<file path="src/rtl/fir_pkg.sv">
// Shared types and default dimensions for the FIR sequencer slice.
// Latency: n/a (types and constants only).
// Backpressure: n/a.
package fir_pkg;

  // Default datapath dimensions used across the FIR blocks.
  localparam int DEF_DATA_WIDTH = 16;
  localparam int DEF_NUM_TAPS   = 8;

  // Sequencer states; the encoding is visible on state_o.
  typedef enum logic [1:0] {
    IDLE  = 2'd0,
    FILL  = 2'd1,
    RUN   = 2'd2,
    FLUSH = 2'd3
  } state_t;

  // One coefficient bank at the default dimensions.
  typedef logic [DEF_DATA_WIDTH-1:0] coef_bank_t [DEF_NUM_TAPS];

endpackage

</file>
<file path="src/rtl/fir_coef_bank.sv">
// Double-buffered coefficient store: shadow bank written by the config port, active bank feeds the MAC.
// Latency: a shadow write or a commit takes effect at the next clock edge.
// Backpressure: none; config strobes are always accepted, out-of-range addresses are dropped.
module fir_coef_bank
  import fir_pkg::*;
#(
  parameter int DATA_WIDTH = DEF_DATA_WIDTH,
  parameter int NUM_TAPS   = DEF_NUM_TAPS,
  parameter int ADDR_W     = $clog2(NUM_TAPS)
) (
  input  logic                           clk,
  input  logic                           rstN,
  input  logic                           cfg_we,
  input  logic [ADDR_W-1:0]              cfg_addr,
  input  logic [DATA_WIDTH-1:0]          cfg_wdata,
  input  logic                           cfg_commit,
  output logic [NUM_TAPS*DATA_WIDTH-1:0] coefs
);

  logic [DATA_WIDTH-1:0] shadowBank [NUM_TAPS];
  logic [DATA_WIDTH-1:0] activeBank [NUM_TAPS];
  logic                  addrOk;

  // Addresses past the last tap are silently ignored rather than aliased.
  assign addrOk = ({1'b0, cfg_addr} < (ADDR_W+1)'(NUM_TAPS));

  // Shadow bank: one coefficient per write strobe, writable in any sequencer state.
  always_ff @(posedge clk or negedge rstN) begin
    if (!rstN) begin
      for (int i = 0; i < NUM_TAPS; i++) shadowBank[i] <= '0;
    end else if (cfg_we && addrOk) begin
      for (int i = 0; i < NUM_TAPS; i++) begin
        if (cfg_addr == ADDR_W'(i)) shadowBank[i] <= cfg_wdata;
      end
    end
  end

  // Active bank: whole-bank copy on commit; reads the pre-edge shadow, so a
  // write landing on the same edge is left for the next commit.
  always_ff @(posedge clk or negedge rstN) begin
    if (!rstN) begin
      for (int i = 0; i < NUM_TAPS; i++) activeBank[i] <= '0;
    end else if (cfg_commit) begin
      for (int i = 0; i < NUM_TAPS; i++) activeBank[i] <= shadowBank[i];
    end
  end

  // Flatten the active bank, tap 0 in the least significant lane.
  always_comb begin
    coefs = '0;
    for (int i = 0; i < NUM_TAPS; i++) coefs[i*DATA_WIDTH +: DATA_WIDTH] = activeBank[i];
  end

endmodule

</file>
<file path="src/rtl/fir_seq_ctrl.sv">
// FIR sequencer: gates sample intake, tracks tap-window fill, registers MAC results into a one-entry output stage.
// Latency: a result-producing sample accepted at edge k is presented on m_valid after edge k+1.
// Backpressure: s_ready drops only while a capture is pending behind a stalled output (m_valid && !m_ready).
module fir_seq_ctrl
  import fir_pkg::*;
#(
  parameter int DATA_WIDTH = DEF_DATA_WIDTH,
  parameter int NUM_TAPS   = DEF_NUM_TAPS,
  parameter int ADDR_W     = $clog2(NUM_TAPS)
) (
  input  logic                           clk,
  input  logic                           rstN,
  input  logic                           start,
  input  logic                           stop,
  input  logic                           cfg_we,
  input  logic [ADDR_W-1:0]              cfg_addr,
  input  logic [DATA_WIDTH-1:0]          cfg_wdata,
  input  logic                           cfg_commit,
  input  logic                           s_valid,
  output logic                           s_ready,
  input  logic [DATA_WIDTH-1:0]          s_data,
  output logic                           shift_en,
  output logic                           shift_clr,
  output logic [DATA_WIDTH-1:0]          shift_data,
  output logic [NUM_TAPS*DATA_WIDTH-1:0] coefs,
  input  logic [DATA_WIDTH-1:0]          mac_result,
  output logic                           m_valid,
  input  logic                           m_ready,
  output logic [DATA_WIDTH-1:0]          m_data,
  output logic                           busy,
  output logic [1:0]                     state_o
);

  // Fill counter must be able to hold NUM_TAPS itself.
  localparam int               CNT_W     = $clog2(NUM_TAPS + 1);
  localparam logic [CNT_W-1:0] LAST_FILL = CNT_W'(NUM_TAPS - 1);

  state_t           state;
  state_t           stateNxt;
  logic [CNT_W-1:0] fillCnt;
  logic             capPend;
  logic             acc;
  logic             armCap;
  logic             capFire;
  logic             startIdle;
  logic             flushDone;

  fir_coef_bank #(
    .DATA_WIDTH (DATA_WIDTH),
    .NUM_TAPS   (NUM_TAPS),
    .ADDR_W     (ADDR_W)
  ) uCoefBank (
    .clk        (clk),
    .rstN       (rstN),
    .cfg_we     (cfg_we),
    .cfg_addr   (cfg_addr),
    .cfg_wdata  (cfg_wdata),
    .cfg_commit (cfg_commit),
    .coefs      (coefs)
  );

  // start is only honoured from IDLE; it also wipes the tap window.
  assign startIdle = (state == IDLE) && start;

  // FILL always takes samples; RUN takes one unless a result is already
  // waiting behind a stalled output register.
  assign s_ready = (state == FILL) ||
                   ((state == RUN) && (!capPend || !m_valid || m_ready));

  assign acc        = s_valid && s_ready;
  assign shift_en   = acc;
  assign shift_data = s_data;
  assign shift_clr  = startIdle;

  // An accepted sample owes a result once the window is full: every RUN
  // sample, plus the one that completes the fill.
  assign armCap = acc && ((state == RUN) || ((state == FILL) && (fillCnt == LAST_FILL)));

  // The MAC output is sampled while the output register is free or draining.
  // The tap register shifts on the same edge, so the MAC still shows the
  // window of the sample that armed the capture.
  assign capFire = capPend && (!m_valid || m_ready);

  assign flushDone = !capPend && (!m_valid || m_ready);

  assign busy    = (state != IDLE);
  assign state_o = state;

  // State register.
  always_ff @(posedge clk or negedge rstN) begin
    if (!rstN) state <= IDLE;
    else       state <= stateNxt;
  end

  // Next-state decode; start beats stop in IDLE, stop beats window completion in FILL.
  always_comb begin
    stateNxt = state;
    unique case (state)
      IDLE: begin
        if (start) stateNxt = FILL;
      end
      FILL: begin
        if (stop)        stateNxt = FLUSH;
        else if (armCap) stateNxt = RUN;
      end
      RUN: begin
        if (stop) stateNxt = FLUSH;
      end
      FLUSH: begin
        if (flushDone) stateNxt = IDLE;
      end
      default: stateNxt = IDLE;
    endcase
  end

  // Fill counter: cleared on start, counts samples accepted while filling.
  always_ff @(posedge clk or negedge rstN) begin
    if (!rstN) begin
      fillCnt <= '0;
    end else if (startIdle) begin
      fillCnt <= '0;
    end else if ((state == FILL) && acc) begin
      fillCnt <= fillCnt + CNT_W'(1);
    end
  end

  // Pending-capture flag: consumed by a capture, re-armed by an acceptance on the same edge.
  always_ff @(posedge clk or negedge rstN) begin
    if (!rstN)        capPend <= 1'b0;
    else if (capFire) capPend <= armCap;
    else if (armCap)  capPend <= 1'b1;
  end

  // One-entry output stage: load on capture, clear on a handshake with
  // nothing behind it, otherwise hold data stable.
  always_ff @(posedge clk or negedge rstN) begin
    if (!rstN) begin
      m_valid <= 1'b0;
      m_data  <= '0;
    end else if (capFire) begin
      m_valid <= 1'b1;
      m_data  <= mac_result;
    end else if (m_valid && m_ready) begin
      m_valid <= 1'b0;
    end
  end

endmodule

</file>
<file path="config.mk">
export PLATFORM = sky130hd
export DESIGN_NAME = fir_seq_ctrl
export DESIGN_NICKNAME = d
export VERILOG_FILES = /design/src/rtl/fir_pkg.sv /design/src/rtl/fir_coef_bank.sv /design/src/rtl/fir_seq_ctrl.sv
export SDC_FILE = /design/constraint.sdc
export NUM_CORES = 1
export LEC_CHECK = 0
export ABC_AREA = 1
export CORE_MARGIN = 5
export CORE_UTILIZATION = 30
export DETAILED_ROUTE_END_ITERATION = 6
export SYNTH_ARGS = -nofsm -noshare
export SYNTH_HDL_FRONTEND = slang
export SYNTH_SLANG_ARGS = --single-unit
</file>
<file path="constraint.sdc">
create_clock -name clk -period 2.1 [get_ports clk]
set_input_delay 0.21 -clock clk [delete_from_list [all_inputs] [get_ports clk]]
set_output_delay 0.21 -clock clk [all_outputs]
set_load 0.01 [all_outputs]
</file>
== Word-level counts from Yosys, hierarchy flattened ==
Index checks and enable logic that the tools add are counted.
Word-level totals
  flip-flop bits (word level): 280
  word-level logic and storage cells: 80
  output and inout bits: 167
  input port bits: 59
Operators by class
  multiplexer cells: 12
  reduce and logical (&&, ||, !) cells: 31
  $add $sub $neg: 1
  equality and inequality tests: 15
Operator list (count)
  $reduce_and A2 Y1: 8
  $eq A3 B3 Y1 const B: 4
  $mux W2: 5
  $logic_and A1 B1 Y1: 9
  $mux W4: 2
  $pmux W2 S4: 1
  $reduce_bool A2 Y1: 4
  $eq A3 B2 Y1 const B: 2
  $ne A2 B2 Y1 const B: 3
  $logic_or A1 B1 Y1: 5
  $add A4 B1 Y4 const B: 1
  $eq A2 B2 Y1 const B: 2
  $eq A4 B3 Y1 const B: 1
  $mux W1: 4
  $reduce_and A4 Y1: 1
  $eq A3 B1 Y1 const B: 1
  $logic_not A3 Y1: 1
  $ne A3 B3 Y1 const B: 1
  $eq A2 B1 Y1 const B: 1
  $logic_not A1 Y1: 2
  $logic_not A2 Y1: 1

== Logic depth before layout (Yosys ltp) ==
Gate-level depths: netlist (run 1).
  depth in word-level cells: 10
  depth in mapped cells: 11
  depth with buffers taken out: 11

== By module ==
A second synthesis (run 1) with hierarchy kept.
Second synthesis, totals
  cell total of the unflattened synthesis: 1267
  area, all modules: 11269.6 um2
By module, submodules not included
  fir_coef_bank: cells an instance 1119, area each 10004.6 um2, times used 1, seq. area each 6406.1 um2
  fir_seq_ctrl: cells an instance 148, area each 1265.0 um2, times used 1, seq. area each 600.6 um2

== Worst setup path before layout (run 1) ==
No wires, ideal clock.
  path kind: flip-flop to flip-flop
  from: register state[0] (netlist: state_o[0])
  to: register state[1] (netlist: state_o[1])
  cell stages (with the launch flop): 10
  library setup time: 0.117 ns
  arrival: 1.346 ns
  setup slack: 0.637 ns
  buffers on the path: 0
  required time: 1.983 ns
  period minus slack after synthesis: 1.463 ns
  path through: dfrtp_1 inv_1 ha_1 nand2_1 nand2_1 nand3_1 nand3_1 nand3_1 nand2_1 nand2_1
On the way
  longest elaborated chain between the ends: 7
  elaborated cells between the ends (all ways): 16
  those cells by class: 7 x eq/ne; 1 x mux; 8 x reduce/logical
Ends and longest elaborated chain
  start: declaration: RTL line fir_seq_ctrl.sv:38  | state_t state;
  start signal: assignment: RTL line fir_seq_ctrl.sv:92  | else state <= stateNxt;
  $eq A2 B2 Y1: RTL line fir_seq_ctrl.sv:68  | ((state == RUN) && (!capPend || !m_valid || m_ready));
  $logic_and A1 B1 Y1: RTL line fir_seq_ctrl.sv:68
  $logic_or A1 B1 Y1 *: RTL line fir_seq_ctrl.sv:67  | assign s_ready = (state == FILL) ||
  via s_ready: RTL line fir_seq_ctrl.sv:20  | output logic s_ready,
  $logic_and A1 B1 Y1 *: RTL line fir_seq_ctrl.sv:70  | assign acc = s_valid && s_ready;
  $logic_and A1 B1 Y1 *: RTL line fir_seq_ctrl.sv:77  | assign armCap = acc && ((state == RUN) || ((state == FILL) && (fillCnt == LAST_FILL)));
  $ne A3 B3 Y1 (no source line) *
  $reduce_and A4 Y1 (no source line) *
Mark *: on every way through the listed nets, which the timed path passes. The rest lies on a longest branch.
A chain may end at the register's enable or synchronous reset.

== Worst setup path after layout (run 1) ==
  from: register state[0] (netlist: state_o[0])
  to: output port shift_en
On the way
  longest elaborated chain between the ends: 4
  elaborated cells between the ends (all ways): 5
  those cells by class: 2 x eq/ne; 3 x reduce/logical
Ends and longest elaborated chain
  $eq A2 B2 Y1: RTL line fir_seq_ctrl.sv:68
  $logic_and A1 B1 Y1: RTL line fir_seq_ctrl.sv:68
  $logic_or A1 B1 Y1 *: RTL line fir_seq_ctrl.sv:67
  $logic_and A1 B1 Y1 *: RTL line fir_seq_ctrl.sv:70
  end: declaration: RTL line fir_seq_ctrl.sv:22  | output logic shift_en,
Mark *: on every way between the ends. The rest lies on a longest branch, timed or not.

==> results of run 1 <==
[registers in the layout (all words and copies together), names as in the netlist]
register / cells
state_o: 2
uCoefBank.shadowBank: 128
capPend: 1
uCoefBank.coefs: 128
fillCnt: 4
m_valid: 1
m_data: 16
[worst reg2reg max path: stages (launching register included)]
cell,delay (ns)
dfrtp_1,0.39
inv_1,0.11
ha_1,0.19
inv_1,0.08
nor2_1,0.09
nand2_1,0.05
nand2_1,0.06
nand3_1,0.09
nand3_1,0.13
nand3_1,0.10
nand2_1,0.07
nand2_1,0.04
[power groups by stage]
stage	logic (mW)	clock network (mW)	registers, mW
6_report	3.87	5.32	7.27
5_1_grt	4.27	5.73	7.43
4_1_cts	3.95	5.50	7.29
3_5_place_dp	3.90	0	7.38
3_3_place_gp	3.82	0	7.35
2_1_floorplan	1.43	0	7.54
[through the flow]
stage	instance area [µm²]	worst slack, ns	util
final	14100	0.121	0.406
after global routing	14100	0.0274	0.406
after CTS	14100	0.0169	0.406
after detailed placement	13000	0.302	0.375
after global placement	13000	0.279	0.375
after floorplan	10600	0.637	-
[what timing repair did]
item | 4_1_cts | 5_1_grt
endpoints found under the setup margin | 4 | 2
cloned | 0 | 0
gates resized for setup | 5 | 1
hold buffers | 1 | 0
setup buffers | 3 | 1
endpoints found under the hold margin | 60 | 0
[Yosys cell counts]
| master | number | area, µm² |
|---|---|---|
| nor3_4 | 1 | 16.3 |
| clkbuf_1 | 3 | 11.3 |
| o21ai_1 | 15 | 75.1 |
| clkbuf_2 | 4 | 20.0 |
| buf_1 | 1 | 3.75 |
| inv_1 | 46 | 173 |
| nor3_1 | 1 | 5.00 |
| and3_1 | 1 | 6.26 |
| inv_2 | 2 | 7.51 |
| buf_4 | 18 | 135 |
| a22oi_2 | 1 | 12.5 |
| a21boi_0 | 1 | 7.51 |
| nand4_1 | 2 | 12.5 |
| o21ai_0 | 114 | 571 |
| ha_1 | 6 | 75.1 |
| or2_2 | 1 | 6.26 |
| nor2_1 | 19 | 71.3 |
| nand2_1 | 201 | 754 |
| a211oi_1 | 1 | 7.51 |
| mux2_2 | 112 | 1260 |
| o31ai_1 | 1 | 7.51 |
| nor2_2 | 3 | 18.8 |
| nand2_2 | 1 | 6.26 |
| nand3_1 | 6 | 30.0 |
| a21oi_1 | 20 | 100 |
| buf_2 | 28 | 140 |
| buf_6 | 4 | 45.0 |
| dfrtp_1 | 280 | 7010 |
[worst max path at each step]
stage               slack [ns]        from  cells after the start         end
floorplan                 0.64  state_o[0]                      9  state_o[1]
global placement          0.28     m_ready                      6    shift_en
detailed placement        0.30  state_o[0]                      5    shift_en
CTS                       0.02  state_o[1]                      4        busy
global route              0.03  state_o[1]                      5    shift_en
finish                    0.12  state_o[0]                      5    shift_en
[cells by family after synthesis]
logic type,count (synthesis)
DFF,280
and+or+nand+nor,236
AOI/OAI and AO/OA,153
muxes,112
buffers and inverters,106
adders and majority gates,6
[layer usage]
metal	GRT usage	vias up	wire (µm)
met2	0.224	168	12900
li1	-	3330	-
met3	0.0252	41	1530
met5	0	-	0
met1	0.202	3477	12900
met4	0.0339	0	563
[cell type report]
cell class | count | area share
tap | 455 | 0.0404
multi-input combinational | 507 | 0.216
sequential | 280 | 0.497
timing repair buffer | 227 | 0.161
inverter | 48 | 0.0128
antenna | 1 | 0.000177
clock inverter | 14 | 0.00852
clock buffer | 42 | 0.0643
==> metrics.md, run 1 <==
| Metric | Value |
|---|---|
| Seq/Total Area, Yosys | `0.662` |
| Post-synthesis xor/xnor area fraction | `0` |
| Final Total Pwr | `16.5 mW` |
| Max_cap viols | `0` |
| Commonest non-fill, non-tap cells in the layout | `dfrtp_1 (280), nand2_1 (201), clkdlybuf4s50_1 (187), o21ai_0 (114), mux2_2 (112)` |
| Reg area | `0.00701 mm²` |
| Fmax | `505 MHz` |
| Largest net degree at the start of global routing | `68` |
| Distinct cell type count after synthesis | `28` |
| Post-Route Skew | `0.00838 ns` |
| Post-synthesis simple-gate area fraction | `0.0876` |
| P&R area growth vs syn | `33.2%` |
| Worst reg-to-reg path cell count | `11` |
| Net count after synthesis | `958` |
| Via count | `7,016` |
| Placer Congestion | `0.761` |
| Yosys reg bits | `280` |
| Die Area | `0.0391 mm²` |
| Overall routed net length | `27,800 µm` |
| Clk Latency, worst-skew pair | `0.54 ns` |
| Slew HR | `0.610` |
| Dpl cells | `1,512` |
| Status | `complete, no violations` |
| Final worst-path cycle share | `0.942` |
| Flop pwr share | `0.442` |
| Root buffer cell | `clkbuf_16` |
| Crit path max-delay family | `buffers and inverters` |
| Commonest non-fill, non-tap cell in the layout | `dfrtp_1` |
| Multi-input gate area | `0.00305 mm²` |
| I/O Buffers | `193` |
| Psw | `4.56 mW` |
| Syn Inst Count | `893` |
| Share of layout cells above drive strength 1 | `0.190` |
| Cell Int Power | `11.9 mW` |
| Switching share of power | `0.277` |
| Peak VDD IR | `0.000563 V` |
| WP data arrival | `1.77 ns` |
| Unrepaired setup endpoints after global routing | `no` |
| Final Net Count | `1,160` |
| Total Routing Usage GR | `0.141` |
| Synthesized cell area | `0.0106 mm²` |
| Synth Area in Compound Gates | `0.0738` |
| Fin cells | `1,574` |
| First-pass detailed-route iteration total | `4` |
| Min Hold Slack | `0.0380 ns` |
| Clock Sinks | `280` |
| Worst-path maximum fanout | `4` |
| CP cell instances | `buf_4 > ha_1 > inv_1 > a21boi_0 > dlygate4sd2_1` |
| Worst-margin pin slew | `0.584 ns` |
| Filler instances | `3,360` |
| Num CTS Buffers | `31` |
| Worst hold endpoint | `uCoefBank.coefs[119]` |
| Initial DRC count | `286` |
| CP Launch Type | `flop` |
| Effective utilization at floorplan | `0.305` |
| Avg Cell Area, Syn | `11.9 µm²` |
| Reg2Reg Setup Slack | `0.59 ns` |
| Reg-to-reg endpoint | `state_o[1]` |
| Die Ht | `198 µm` |
| Crit-path max cell delay | `0.39 ns` |
| # H-tree levels | `1` |
| Post-DRT Antenna Nets | `0` |
| LEAKAGE | `6.52 nW` |
| Clock power frac | `0.323` |
| Global route total overflow | `0` |
| WP buf/inv | `3` |
| Synth Area in Adders | `0.00709` |
| Combinational family with the most area after synthesis | `multiplexers` |
| Crit. End Element | `output port` |
| CTS Buffer Depth | `3` |
| Crit Path Class | `reg -> out` |
| Crit path required time | `1.89 ns` |
| CTS tree | `done` |
| Mux cell area share after synthesis | `0.119` |
| DR vias/cell | `4.46` |
| Final HPWL DP | `18,400 µm` |
| Initial antenna violation count | `4` |
| Residual DRC | `0` |
| Min Tclk post-route | `1.98 ns` |
| DIE WIDTH | `198 µm` |
| Hold_sp | `cfg_commit` |
| Row cnt | `68` |
| TNS Setup | `0 ns` |
| Core Area | `0.0347 mm²` |
| Pins Over Slew Limit | `0` |
| Final hold vios | `0` |
| Vias in the first global route | `7,281` |
| Crit Reg-Reg Startpoint | `state_o[1]` |
| Power Dens Cells | `1170 mW/mm²` |
| Hold Path Depth | `2` |
| Count of final setup violators | `0` |
| Synth warnings | `0` |
| WL/cell | `17.7 µm` |
| IO Count | `226` |
| First-pass GRT wire length | `43,100 µm` |
| Worst-path clk slew | `0.06 ns` |
| Slowest-stage cell, CP | `dfrtp_1` |
| Hold Crit Class | `in -> reg` |
| Combinational power share | `0.235` |
No activity file was read; power rests on OpenSTA's default activity.
==> run 2, diff against run 1 <==
--- a/config.mk
+++ b/config.mk
@@ -9,6 +9,8 @@
 export CORE_MARGIN = 5
 export CORE_UTILIZATION = 30
 export DETAILED_ROUTE_END_ITERATION = 6
+export REMOVE_ABC_BUFFERS = 1
 export SYNTH_ARGS = -nofsm -noshare
 export SYNTH_HDL_FRONTEND = slang
+export SYNTH_HIERARCHICAL = 1
 export SYNTH_SLANG_ARGS = --single-unit
==> metrics.md, run 2 <==
| Metric | Value |
|---|---|
| Status | `complete, no violations` |
| DP Area | `0.0138 mm²` |
| Psw | `4.62 mW` |
| Final worst-path cycle share | `0.947` |
| First-pass detailed-route iteration total | `5` |
| Via count | `8,573` |
| Combinational power share | `0.221` |
| Final critical-path setup slack | `0.112 ns` |
| Largest net degree at the start of global routing | `123` |
| Crit-path max cell delay | `0.44 ns` |
| Reg2Reg Setup Slack | `0.62 ns` |
| CTS tree | `done` |
| Min Hold Slack | `0.0417 ns` |
| Final HPWL DP | `20,600 µm` |
| Area contributors post-synth | `dfrtp_1 (62%), nand2_1 (17%), o21ai_0 (5.9%), inv_1 (4.8%), nand3_1 (3.0%)` |
| Placer Congestion | `0.748` |
| Crit. Startpoint | `state_o[1]` |
| Crit. End Element | `output port` |
| CP Launch Type | `flop` |
| Initial antenna violation count | `0` |
| Seq/Total Area, Yosys | `0.622` |
| DIE WIDTH | `204 µm` |
| Die Area | `0.0415 mm²` |
| Min Tclk post-route | `1.99 ns` |
| Avg Cell Area, Syn | `8.89 µm²` |
| EDFF count, synth | `0` |
| Max_cap viols | `0` |
| Synth warnings | `6` |
| Post-Route Skew | `0.0114 ns` |
| Yosys reg bits | `280` |
| Post-DRT Antenna Nets | `0` |
| Unrepaired setup endpoints after global routing | `no` |
| # H-tree levels | `2` |
| IO Count | `226` |
| Slew HR | `0.625` |
| Cell Int Power | `11.8 mW` |
| Count leader, synth | `nand2_1` |
| Initial DRC count | `541` |
| Crit Path Class | `reg -> out` |
| Hold_sp | `cfg_commit` |
| WL/cell | `15.8 µm` |
| Power Dens Cells | `1100 mW/mm²` |
| Commonest non-fill, non-tap cells in the layout | `nand2_1 (517), dfrtp_1 (279), clkdlybuf4s50_1 (188), inv_1 (142), o21ai_0 (132)` |
| Residual DRC | `0` |
| Crit Reg-Reg Startpoint | `state_o[1]` |
| Commonest cells in the netlist | `nand2_1 (518), dfrtp_1 (280), inv_1 (144), o21ai_0 (132), nand3_1 (67)` |
| Final Net Count | `1,519` |
| Peak VDD IR | `0.000461 V` |
| Finished Core Util | `0.398` |
| Num CTS Buffers | `34` |
| P&R area growth vs syn | `32.0%` |
| Count of final setup violators | `0` |
| Crit path max-delay family | `buffers and inverters` |
| DR vias/cell | `4.32` |
| Worst-margin pin slew | `0.562 ns` |
| Share of layout cells above drive strength 1 | `0.0842` |
| Cell taking the most area after synthesis | `dfrtp_1` |
| Global route total overflow | `0` |
| WP buf/inv | `3` |
| Row cnt | `71` |
| Pins Over Slew Limit | `0` |
| Worst-path clk slew | `0.05 ns` |
| CP cell instances | `inv_2 > ha_2 > inv_1 > a21boi_0 > dlygate4sd1_1` |
| Filler instances | `3,754` |
| Clock Sinks | `280` |
| Setup WS pre-CTS | `0.192 ns` |
| Yosys top cell area share | `0.622` |
| Synthesized cell area | `0.0113 mm²` |
| Top FF cell, synth | `dfrtp_1` |
| Effective utilization at floorplan | `0.301` |
| Root buffer cell | `clkbuf_16` |
| I/O Buffers | `193` |
| Post-synth ARST share | `1.00` |
| Crit path required time | `1.89 ns` |
| Worst-path maximum fanout | `6` |
| CTS Buffer Depth | `3` |
| TNS Setup | `0 ns` |
| Multi-input gate area | `0.00327 mm²` |
| Total Routing Usage GR | `0.151` |
| Vias in the first global route | `8,759` |
| Switching share of power | `0.282` |
| LEAKAGE | `7.33 nW` |
| Overall routed net length | `31,400 µm` |
| Fmax | `503 MHz` |
| Die Ht | `204 µm` |
| Distinct cell type count after synthesis | `24` |
| Final hold vios | `0` |
| Clk Latency, worst-skew pair | `0.50 ns` |
| Finished Cell Area | `0.0149 mm²` |
| Core Area | `0.0374 mm²` |
| Clock power frac | `0.343` |
| Hold Crit Class | `in -> reg` |
| Slowest-stage cell, CP | `dfrtp_2` |
| First-pass GRT wire length | `49,800 µm` |
| WP data arrival | `1.78 ns` |
| Antenna cells | `0` |
| Reg area | `0.00701 mm²` |
| Flop pwr share | `0.435` |
| Syn Inst Count | `1,267` |
| Commonest non-fill, non-tap cell in the layout | `nand2_1` |
==> run 2: changes by cell type after synthesis, moves of 13 or more <==
cell | before | now
buf_2 | 28 | 41
o21ai_1 | 15 | 0
inv_1 | 46 | 144
nand3_1 | 6 | 67
mux2_2 | 112 | 0
a21oi_1 | 20 | 3
nand2_1 | 201 | 518
clkbuf_1 | 3 | 21
o21ai_0 | 114 | 132
nor2_1 | 19 | 1
==> run 2: worst min-delay path, cell delays in order <==
cell and delay, ns:
buf_6 0.15, nand2_1 0.07, o21ai_0 0.06
==> run 2: timing repair <==
| item | CTS | global route |
|---|---|---|
| gates cloned | 0 | 0 |
| setup endpoints to repair | 4 | 1 |
| setup buffers | 2 | 0 |
| endpoints found under the hold margin | 55 | 0 |
| hold buffers | 1 | 0 |
| pin swaps | 0 | 0 |
| resized for setup | 10 | 2 |
==> run 2: power by group through the flow <==
stage	registers (mW)	logic, mW	clock network, mW
after CTS	7.15	3.70	5.82
after global placement	7.22	3.57	0
final	7.14	3.63	5.63
after floorplan	7.37	1.26	0
after detailed placement	7.23	3.65	0
after global routing	7.28	4.06	6.04
==> run 2: routing by layer <==
layer  track usage  part of all wire
met1         0.214              0.47
met2         0.237              0.44
met3        0.0370             0.063
met4        0.0323             0.019
met5             0                 0
==> run 2: path summary, 6_finish.rpt <==
kind                                        to  depth (start not counted)
max                                   shift_en                          5
min                        uCoefBank/coefs[94]                          3
max reg2reg                         state_o[0]                         11
min reg2reg                         fillCnt[3]                          1
max in group asynchronous  uCoefBank/coefs[13]                          3
min in group asynchronous           fillCnt[0]                          2
==> run 2: through the flow <==
step	instances	total power, mW
floorplan	1181	8.64
global placement	1926	10.8
detailed placement	1926	10.9
CTS	1984	16.7
global route	1984	17.4
finish	1984	16.4
==> run 2: cells by family after synthesis <==
| kind of cell | share of synthesized area |
|---|---|
| and+or+nand+nor | 0.219 |
| adders and majority gates | 0.00666 |
| buffers and inverters | 0.0898 |
| DFF | 0.622 |
| AOI/OAI and AO/OA | 0.0632 |
==> run 2: final cells by class <==
type	instances	area share
clock buffers	50	0.0689
clock inverters	5	0.00362
inverters	148	0.0373
multi-input cells	753	0.220
flip-flops and latches	280	0.471
well taps	511	0.0430
repair buffers	237	0.157
==> run 3, diff against run 2 <==
--- a/config.mk
+++ b/config.mk
@@ -9,6 +9,7 @@
 export CORE_MARGIN = 5
 export CORE_UTILIZATION = 30
 export DETAILED_ROUTE_END_ITERATION = 6
+export GPL_ROUTABILITY_DRIVEN = 0
 export REMOVE_ABC_BUFFERS = 1
 export SYNTH_ARGS = -nofsm -noshare
 export SYNTH_HDL_FRONTEND = slang
==> results of run 3 <==
No change in the layout: final DEF, timing and power equal those of run 2.
